==> src/rtl/sevenseg_capture.sv <==
// Receive-side monitor for the multiplexed seven-segment bus: debounces each
// (anodes, segments) dwell, decodes it to a digit code per position and flags
// complete scan frames. Define SEVENSEG_CAPTURE_ERRCNT_EN to add the err_count output.
module sevenseg_capture #(
  parameter int unsigned NDIGITS       = 4,
  parameter int unsigned STABLE_CYCLES = 3
) (
  input  logic                   clk,
  input  logic                   reset,
  input  logic [7:0]             segments,
  input  logic [NDIGITS-1:0]     anodes,
  output logic [4*NDIGITS-1:0]   digits,
  output logic                   frame_valid,
  output logic                   decode_err
`ifdef SEVENSEG_CAPTURE_ERRCNT_EN
  ,
  output logic [7:0]             err_count
`endif
);

  localparam int unsigned SMP_W   = NDIGITS + 8;
  localparam logic [7:0]  CNT_MAX = 8'(STABLE_CYCLES);

  typedef enum logic [1:0] {
    S_IDLE,
    S_SETTLE,
    S_CAPTURED
  } state_t;

  typedef enum logic [1:0] {
    AN_BLANK,
    AN_VALID,
    AN_ILLEGAL
  } an_class_t;

  // Count low anode bits: none = blanking, one = a position, more = illegal.
  function automatic an_class_t classify(input logic [NDIGITS-1:0] an);
    int unsigned n_low;
    n_low = 0;
    for (int i = 0; i < int'(NDIGITS); i++) begin
      if (!an[i]) n_low++;
    end
    if (n_low == 0)      return AN_BLANK;
    else if (n_low == 1) return AN_VALID;
    else                 return AN_ILLEGAL;
  endfunction

  // Returns {known, code}; unknown patterns report known = 0.
  function automatic logic [4:0] decode(input logic [7:0] seg);
    case (seg)
      8'hC0:   return {1'b1, 4'h0};
      8'hF9:   return {1'b1, 4'h1};
      8'hA4:   return {1'b1, 4'h2};
      8'hB0:   return {1'b1, 4'h3};
      8'h99:   return {1'b1, 4'h4};
      8'h92:   return {1'b1, 4'h5};
      8'h82:   return {1'b1, 4'h6};
      8'hF8:   return {1'b1, 4'h7};
      8'h80:   return {1'b1, 4'h8};
      8'h7F:   return {1'b1, 4'hF};
      default: return {1'b0, 4'hF};
    endcase
  endfunction

  logic [SMP_W-1:0]    r_sync1;
  logic [SMP_W-1:0]    r_sync2;
  logic [SMP_W-1:0]    r_cmp;
  state_t              r_state;
  state_t              w_state_nxt;
  logic [7:0]          r_cnt;
  logic [7:0]          w_cnt_nxt;
  logic [NDIGITS-1:0]  r_mask;
  logic [4*NDIGITS-1:0] r_digits;
  logic                r_frame_valid;
  logic                r_decode_err;

  logic [NDIGITS-1:0]  w_an;
  logic [7:0]          w_seg;
  an_class_t           w_cls;
  an_class_t           w_prev_cls;
  logic                w_same;
  logic                w_capture;
  logic [4:0]          w_dec;
  logic [NDIGITS-1:0]  w_mask_set;
  logic                w_frame_done;
  logic                w_ill_entry;
  logic                w_err_nxt;

  // Input synchronizer plus the previous-sample compare register.
  always_ff @(posedge clk or posedge reset) begin
    if (reset) begin
      r_sync1 <= '1;
      r_sync2 <= '1;
      r_cmp   <= '1;
    end else begin
      r_sync1 <= {anodes, segments};
      r_sync2 <= r_sync1;
      r_cmp   <= r_sync2;
    end
  end

  assign w_an       = r_sync2[SMP_W-1:8];
  assign w_seg      = r_sync2[7:0];
  assign w_cls      = classify(w_an);
  assign w_prev_cls = classify(r_cmp[SMP_W-1:8]);
  assign w_same     = (r_sync2 == r_cmp);

  always_ff @(posedge clk or posedge reset) begin
    if (reset) begin
      r_state <= S_IDLE;
      r_cnt   <= 8'd0;
    end else begin
      r_state <= w_state_nxt;
      r_cnt   <= w_cnt_nxt;
    end
  end

  // Capture fires on the sample after cnt has reached STABLE_CYCLES, so cnt saturates.
  always_comb begin
    w_state_nxt = r_state;
    w_cnt_nxt   = r_cnt;
    w_capture   = 1'b0;
    case (r_state)
      S_IDLE: begin
        if (w_cls == AN_VALID) begin
          w_state_nxt = S_SETTLE;
          w_cnt_nxt   = 8'd1;
        end
      end
      S_SETTLE: begin
        if (w_cls != AN_VALID) begin
          w_state_nxt = S_IDLE;
          w_cnt_nxt   = 8'd0;
        end else if (!w_same) begin
          w_cnt_nxt   = 8'd1;
        end else if (r_cnt >= CNT_MAX) begin
          w_capture   = 1'b1;
          w_state_nxt = S_CAPTURED;
        end else begin
          w_cnt_nxt   = r_cnt + 8'd1;
        end
      end
      S_CAPTURED: begin
        if (!w_same) begin
          if (w_cls == AN_VALID) begin
            w_state_nxt = S_SETTLE;
            w_cnt_nxt   = 8'd1;
          end else begin
            w_state_nxt = S_IDLE;
            w_cnt_nxt   = 8'd0;
          end
        end
      end
      default: begin
        w_state_nxt = S_IDLE;
        w_cnt_nxt   = 8'd0;
      end
    endcase
  end

  // A valid anode sample is one-hot low, so its inverse is the position's mask bit.
  always_comb begin
    w_dec        = decode(w_seg);
    w_mask_set   = r_mask | ~w_an;
    w_frame_done = w_capture && (w_mask_set == {NDIGITS{1'b1}});
    w_ill_entry  = (w_cls == AN_ILLEGAL) && (w_prev_cls != AN_ILLEGAL);
    w_err_nxt    = (w_capture && !w_dec[4]) || w_ill_entry;
  end

  always_ff @(posedge clk or posedge reset) begin
    if (reset) begin
      r_mask        <= '0;
      r_digits      <= '1;
      r_frame_valid <= 1'b0;
      r_decode_err  <= 1'b0;
    end else begin
      r_frame_valid <= w_frame_done;
      r_decode_err  <= w_err_nxt;
      if (w_capture) begin
        r_mask <= w_frame_done ? '0 : w_mask_set;
      end
      for (int i = 0; i < int'(NDIGITS); i++) begin
        if (w_capture && w_dec[4] && !w_an[i]) begin
          r_digits[4*i +: 4] <= w_dec[3:0];
        end
      end
    end
  end

`ifdef SEVENSEG_CAPTURE_ERRCNT_EN
  logic [7:0] r_err_count;

  // Saturating count of decode_err pulses; only reset clears it.
  always_ff @(posedge clk or posedge reset) begin
    if (reset) begin
      r_err_count <= 8'd0;
    end else if (w_err_nxt && (r_err_count != 8'hFF)) begin
      r_err_count <= r_err_count + 8'd1;
    end
  end

  assign err_count = r_err_count;
`endif

  assign digits      = r_digits;
  assign frame_valid = r_frame_valid;
  assign decode_err  = r_decode_err;

endmodule

==> config.mk <==
export PLATFORM = sky130hd
export DESIGN_NAME = sevenseg_capture
export DESIGN_NICKNAME = d
export VERILOG_FILES = /design/src/rtl/sevenseg_capture.sv
export SDC_FILE = /design/constraint.sdc
export NUM_CORES = 1
export LEC_CHECK = 0
export ABC_AREA = 1
export CAP_MARGIN = 0
export CORE_ASPECT_RATIO = 0.9
export CORE_MARGIN = 2
export CORE_UTILIZATION = 30
export DETAILED_ROUTE_END_ITERATION = 6
export MAX_ROUTING_LAYER = met4
export PLACE_DENSITY = 0.59
export SYNTH_ARGS = -nofsm -noshare
export SYNTH_HDL_FRONTEND = slang
export SYNTH_SLANG_ARGS = --single-unit
export TNS_END_PERCENT = 10
==> constraint.sdc <==
create_clock -name clk -period 2.67 [get_ports clk]
set_input_delay 0.534 -clock clk [delete_from_list [all_inputs] [get_ports clk]]
set_output_delay 0.534 -clock clk [all_outputs]
set_load 0.03 [all_outputs]
# Word-level counts from Yosys, hierarchy flattened
# Index checks and enable logic that the tools add are counted.
# totals
output_inout_bits,18
wordCells,98
regBits,68
input_bits,14
# classes
mux,32
eq_ne,25
n_reduce_logical,19
n_bitwise,2
order_cmp,1
n_addsub,7
# ops
cell,count
"32-bit by 1-bit adder with 32-bit output, second input constant",6
32-bit two-way mux,6
"8-bit == test, second input constant",9
"32-bit by 1-bit == test with 1-bit output, second input constant",2
32-bit logical NOT,2
5-bit case mux with 10 select lines,1
8-bit two-way mux,5
8-bit case mux with 3 select lines,1
2-bit two-way mux,9
12-bit == test,1
"8-bit by 1-bit adder with 8-bit output, second input constant",1
"8-bit by 7-bit == test with 1-bit output, second input constant",1
"8-bit by 2-bit greater-or-equal comparator with 1-bit output, second input constant",1
1-bit logical AND,8
1-bit two-way mux,8
"2-bit inequality test, second input constant",3
"3-bit inequality test, second input constant",2
2-bit case mux with 3 select lines,1
1-bit logical NOT,5
"2-bit by 1-bit == test with 1-bit output, second input constant",2
"2-bit == test, second input constant",2
"4-bit == test, second input constant",1
4-bit two-way mux,1
"4-bit inequality test, second input constant",1
7 further kinds,7

# Depth between registers and ports, before layout
# logic_depth
ltp_word,15
mapped_depth,18
ltp_nobuf,18

# Worst setup path after synthesis
# OpenSTA, ideal clock, no wires.
# synth_path
path_type,reg2reg
start,reg r_sync2[8]
end,reg r_cnt[2]
t_arrival_ps,2231
setup_time_ps,114
stages_incl_launch_ff,16
slack_ps,325
path_buffers,0
required_ps,2556
synth_period_minus_slack_ps,2345
path_cell_list,dfstp_2 -> inv_2 -> ha_1 -> inv_1 -> nand2_1 -> nand2_1 -> inv_1 -> ha_1 -> o21ai_2 -> nand3_4 -> nand2_1 -> inv_1 -> nor2_2 -> nand2_4 -> inv_6 -> nor2_2
# synth_via
elab_chain_len,13
elab_cells_between_ends,21
classes_between,add/sub (3); eq/ne (7); mux (9); reduce/logical (2)
# synth_lines
item,line_no,rtl
"start, declared",66,logic [SMP_W-1:0] r_sync2;
"start signal, assigned",97,r_sync2 <= r_sync1;
1-bit two-way mux,41,if (!an[i]) n_low++;
32-bit by 1-bit adder with 32-bit output,41,
32-bit two-way mux,41,
32-bit by 1-bit adder with 32-bit output,41,
32-bit two-way mux,41,
32-bit by 1-bit adder with 32-bit output,41,
32-bit two-way mux,41,
32-bit by 1-bit == test with 1-bit output,44,else if (n_low == 1) return AN_VALID;
2-bit two-way mux,44,
2-bit two-way mux,43,if (n_low == 0) return AN_BLANK;
2-bit by 1-bit inequality test with 1-bit output / 2-bit by 1-bit == test with 1-bit output (equally long branches),"131, 125",
"4-bit inequality test (no source line), or another cell as far along",n/a,
3-bit AND reduction (no source line) / 8-bit case mux with 3 select lines (equally long branches),n/a,
"end signal, assigned",114,r_cnt <= w_cnt_nxt;
"end, declared",70,logic [7:0] r_cnt;
# Several ways; a longest one is shown, not always the timed one.
# A chain may end at the register's enable or synchronous reset.

# Worst setup path in the final report
# layout_path
start,reg r_sync2[8]
end,"reg r_digits[5], in the netlist digits[5]"
# layout_via
elab_chain_len,15
elab_cells_between_ends,18
classes_between,add/sub (3); eq/ne (3); mux (9); reduce/logical (3)
# layout_lines
item,line_no,rtl
1-bit two-way mux,41,
32-bit by 1-bit adder with 32-bit output,41,
32-bit two-way mux,41,
32-bit by 1-bit adder with 32-bit output,41,
32-bit two-way mux,41,
32-bit by 1-bit adder with 32-bit output,41,
32-bit two-way mux,41,
32-bit by 1-bit == test with 1-bit output,44,
2-bit two-way mux,44,
2-bit two-way mux,43,
2-bit by 1-bit inequality test with 1-bit output,131,if (w_cls != AN_VALID) begin
1-bit two-way mux (*),131,
1-bit two-way mux (*),123,case (r_state)
1-bit logical AND (*) (2 in series),183,if (w_capture && w_dec[4] && !w_an[i]) begin
"end signal, assigned by index",184,r_digits[4*i +: 4] <= w_dec[3:0];
"end, declared",73,logic [4*NDIGITS-1:0] r_digits;
# Every way passes the cells marked *; elsewhere a longest branch is shown, timed or not.

==> qor.yml <==
status: "complete, no violations"
hp-class: "register to register"
crit_slowest_cell: "dfstp_2"
routed_via_density: 4.36
hold_viol_final: 0
r2r_end: "digits[5]$_DFFE_PP1P_"
synthSimpleGateAreaFrac_pct: 28.3
num_rows: 35
syn_nets: 352
synthDistinctLibCells: 27
hp-start: "r_sync1[2]$_DFF_PP1_"
ant_nets: 0
holdBufCountCts: 0
startpoint_type: "register"
port_buffers: 31
setup-tns-final_ns: 0
setup_ws_ns: 0.232
synth.mux.area_fraction_pct: 0
clock.fmax_mhz: 410
slowest_delay_ns: 0.57
synth_area_per_cell_um2: 9.47
yosys.area_share.adder_pct: 2.79
cts_buffers: 9
cp_top_family: "simple AND/OR/NAND/NOR gates"
drtIter0Drc: 82
synthXorXnorAreaFrac_pct: 1.68
synth_area_leaders: "dfstp_2 44%, dfrtp_1 13%, nand2_1 10%"
tightest_slew_ns: 0.340
critPathKind: "register to register"
gp_congestion: 0.791
wl_met2_um: 2620
dr_wl_met3_um: 260
rr_startpoint: "r_sync2[8]$_DFF_PP1_"
ys_seq_elements: 68
grt_pass1_wl_um: 10100
path_cells: "inv_2 > ha_4 > inv_1 > nand2_1 > nand2_1 > inv_1 > ha_1 > o21ai_4 > nand3_4 > nor2_8 > nand3_1 > nor2_1 > a21oi_1"
grt_overflow: 0
io-pin-count: 32
path_buf_inv: 3
setup_viol: 0
yosys_warnings: 0
grt_pass1_vias: 2212
clk_path_buf_depth: 2
hold_depth: 0
skew_ns: 0.00725
ys_seq_area_share_pct: 56.4
dp_hpwl_um: 4170
whs_endpoint: "r_sync2[2]$_DFF_PP1_"
cts_sinks: 68
fp.dieH_um: 101
diodes: 0
root_buffer: "clkbuf_16"
ir_worst_vdd_v: 0.000416
fp.coreArea_mm2: 0.0102
min_period_over_period_pct: 91.3
rsz0062_at_grt: "false"
dr_total_vias: 2218
end_kind: "register"
maxSlewViolCount: 0
whs_ns: 0.353
power_density_mw_per_mm2: 674
h-tree-depth: 3
slew_headroom_pct: 77.4
initial_core_util_pct: 30.7
met1_length_um: 2820
synth_top_family_by_area: "simple AND/OR/NAND/NOR gates"
drive_above_1_share_pct: 29.2
crit_arrival_ns: 2.69
nNetsFinal: 396
fp.dieArea_mm2: 0.0113
die_w_um: 112
r2r_cells: 13
worst-path-max-fanout: 6
clkTransAtPathRegs_ns: 0.06
reg2reg_slack_ns: 0.23
crit_required_ns: 2.92
cts_tree: "yes"
post-route-util_pct: 39.1
drc: 0
post_drt_wl_per_cell_um: 11.4
clk_latency_ns: 0.33
synthCells: 331
fillers: 1036
drv_cap: 0
synth-compound-area-share_pct: 4.35
dr.pass1.iters: 4
synth_area_mm2: 0.00313
routed.top_layer: "met4"
grtUsageTotal_pct: 11.5
grt_max_degree: 69
min_period_ns: 2.44
syn2layout_area_growth_pct: 27.3
place_ws_ns: 0.138
antenna_found_initial: 0
drt_wl_total_um: 5800
synth_area_leader_cell: "dfstp_2"
total_power_mw: 2.69
power.leakage_nw: 1.76
yosysTopAreaCellShare_pct: 43.6
==> worst register-to-register path: stages (launching register included) <==
cell     delay (ns)
dfstp_2        0.57
inv_2          0.10
ha_4           0.26
inv_1          0.05
nand2_1        0.05
nand2_1        0.08
inv_1          0.05
ha_1           0.31
o21ai_4        0.18
nand3_4        0.16
nor2_8         0.20
nand3_1        0.17
nor2_1         0.15
a21oi_1        0.05
==> registers in the layout, indices dropped and copies added, names as in the netlist <==
name,flops
digits,16
r_cmp,12
r_sync1,12
r_sync2,12
r_cnt,8
r_mask,4
r_state,2
decode_err,1
frame_valid,1
==> kinds of logic (layout without fill, tap and decap cells) <==
group	count (synthesis)	count (layout)
adder cells (fa/ha/maj)	7	7
flip-flops	68	68
XOR/XNOR	6	6
AND/OR/NAND/NOR	174	175
buffers and inverters	51	99
AO/OA/AOI/OAI	25	25
==> cell type report <==
| class | count | area (um^2) | area share, % |
|---|---|---|---|
| Clock inverter | 3 | 42.5 | 1.07 |
| Sequential cell | 68 | 1770 | 44.3 |
| Multi-Input combinational cell | 213 | 1210 | 30.3 |
| Tap cell | 129 | 161 | 4.05 |
| Inverter | 50 | 193 | 4.83 |
| Timing Repair Buffer | 33 | 338 | 8.47 |
| Clock buffer | 13 | 280 | 7.03 |
==> power by group <==
group	total [mW]	internal, mW	switching [mW]	leakage [nW]
sequential	1.14	1.10	0.0363	0.762
clock	1.24	0.822	0.416	0.158
combinational	0.314	0.111	0.204	0.837
total	2.69	2.03	0.655	1.76
==> how the worst max path moves through the flow <==
| stage | slack, ns | startpoint | depth (start not counted) | endpoint |
|---|---|---|---|---|
| after CTS | 0.13 | r_sync2[9]$_DFF_PP1_ | 13 | digits[5]$_DFFE_PP1P_ |
| after detailed placement | 0.14 | r_sync2[8]$_DFF_PP1_ | 13 | digits[5]$_DFFE_PP1P_ |
| after global routing | 0.05 | r_sync2[9]$_DFF_PP1_ | 16 | r_cnt[0]$_DFFE_PP0P_ |
| final | 0.23 | r_sync2[8]$_DFF_PP1_ | 13 | digits[5]$_DFFE_PP1P_ |
| after floorplan | 0.32 | r_sync2[8]$_DFF_PP1_ | 15 | r_cnt[2]$_DFFE_PP0P_ |
| after global placement | 0.18 | r_sync2[8]$_DFF_PP1_ | 13 | digits[5]$_DFFE_PP1P_ |
==> through the flow <==
stage	std cells	cell area [um^2]
final	509	3990
after global routing	509	3990
after CTS	507	3940
after detailed placement	491	3610
after global placement	491	3610
after floorplan	331	3130
==> metal layers <==
layer / up-vias / GRT usage [%]
met5: - / -
met4: 0 / 4.56
met3: 7 / 3.43
met2: 50 / 17.4
met1: 1024 / 14.5
li1: 1137 / -
==> Yosys cell counts <==
| cell type | count |
|---|---|
| o21ai_1 | 3 |
| xor2_1 | 1 |
| buf_6 | 1 |
| nor2_4 | 4 |
| dfstp_2 | 52 |
| nor3_1 | 5 |
| a21oi_1 | 14 |
| nand4_2 | 4 |
| nand4_1 | 13 |
| inv_1 | 43 |
| nor2_2 | 10 |
| o21ai_0 | 5 |
| nor2_8 | 2 |
| dfrtp_1 | 16 |
| inv_2 | 6 |
| o2111ai_1 | 1 |
| ha_1 | 7 |
| inv_6 | 1 |
| nand3_1 | 12 |
| nor2_1 | 30 |
| nand3_4 | 2 |
| o2bb2ai_1 | 1 |
| o21ai_2 | 1 |
| xnor2_1 | 5 |
| nand2_4 | 3 |
| nand2_1 | 86 |
| nand2_2 | 3 |
==> timing repair <==
item | in CTS | in global routing
endpoints found under the setup margin | 0 | 28
resized for setup | 0 | 5
buffers inserted | 0 | 1
==> placed cells by master, fill, tap and decap left out, types with 2 or more instances in the layout <==
| cell type | n |
|---|---|
| dfrtp_1 | 16 |
| clkbuf_16 | 9 |
| inv_2 | 7 |
| inv_1 | 42 |
| clkbuf_8 | 4 |
| nand2_4 | 3 |
| nor2_8 | 2 |
| a21oi_1 | 14 |
| o21ai_0 | 5 |
| nor3_1 | 5 |
| nand4_1 | 13 |
| nand4_2 | 4 |
| nand2_1 | 85 |
| nor2_2 | 9 |
| nand3_4 | 2 |
| nand3_1 | 11 |
| dfstp_2 | 52 |
| nor2_4 | 6 |
| ha_1 | 6 |
| clkdlybuf4s50_1 | 31 |
| nor2_1 | 30 |
| o21ai_1 | 3 |
| nand2_2 | 4 |
| xnor2_1 | 5 |
No activity file was read; power rests on OpenSTA's default activity.
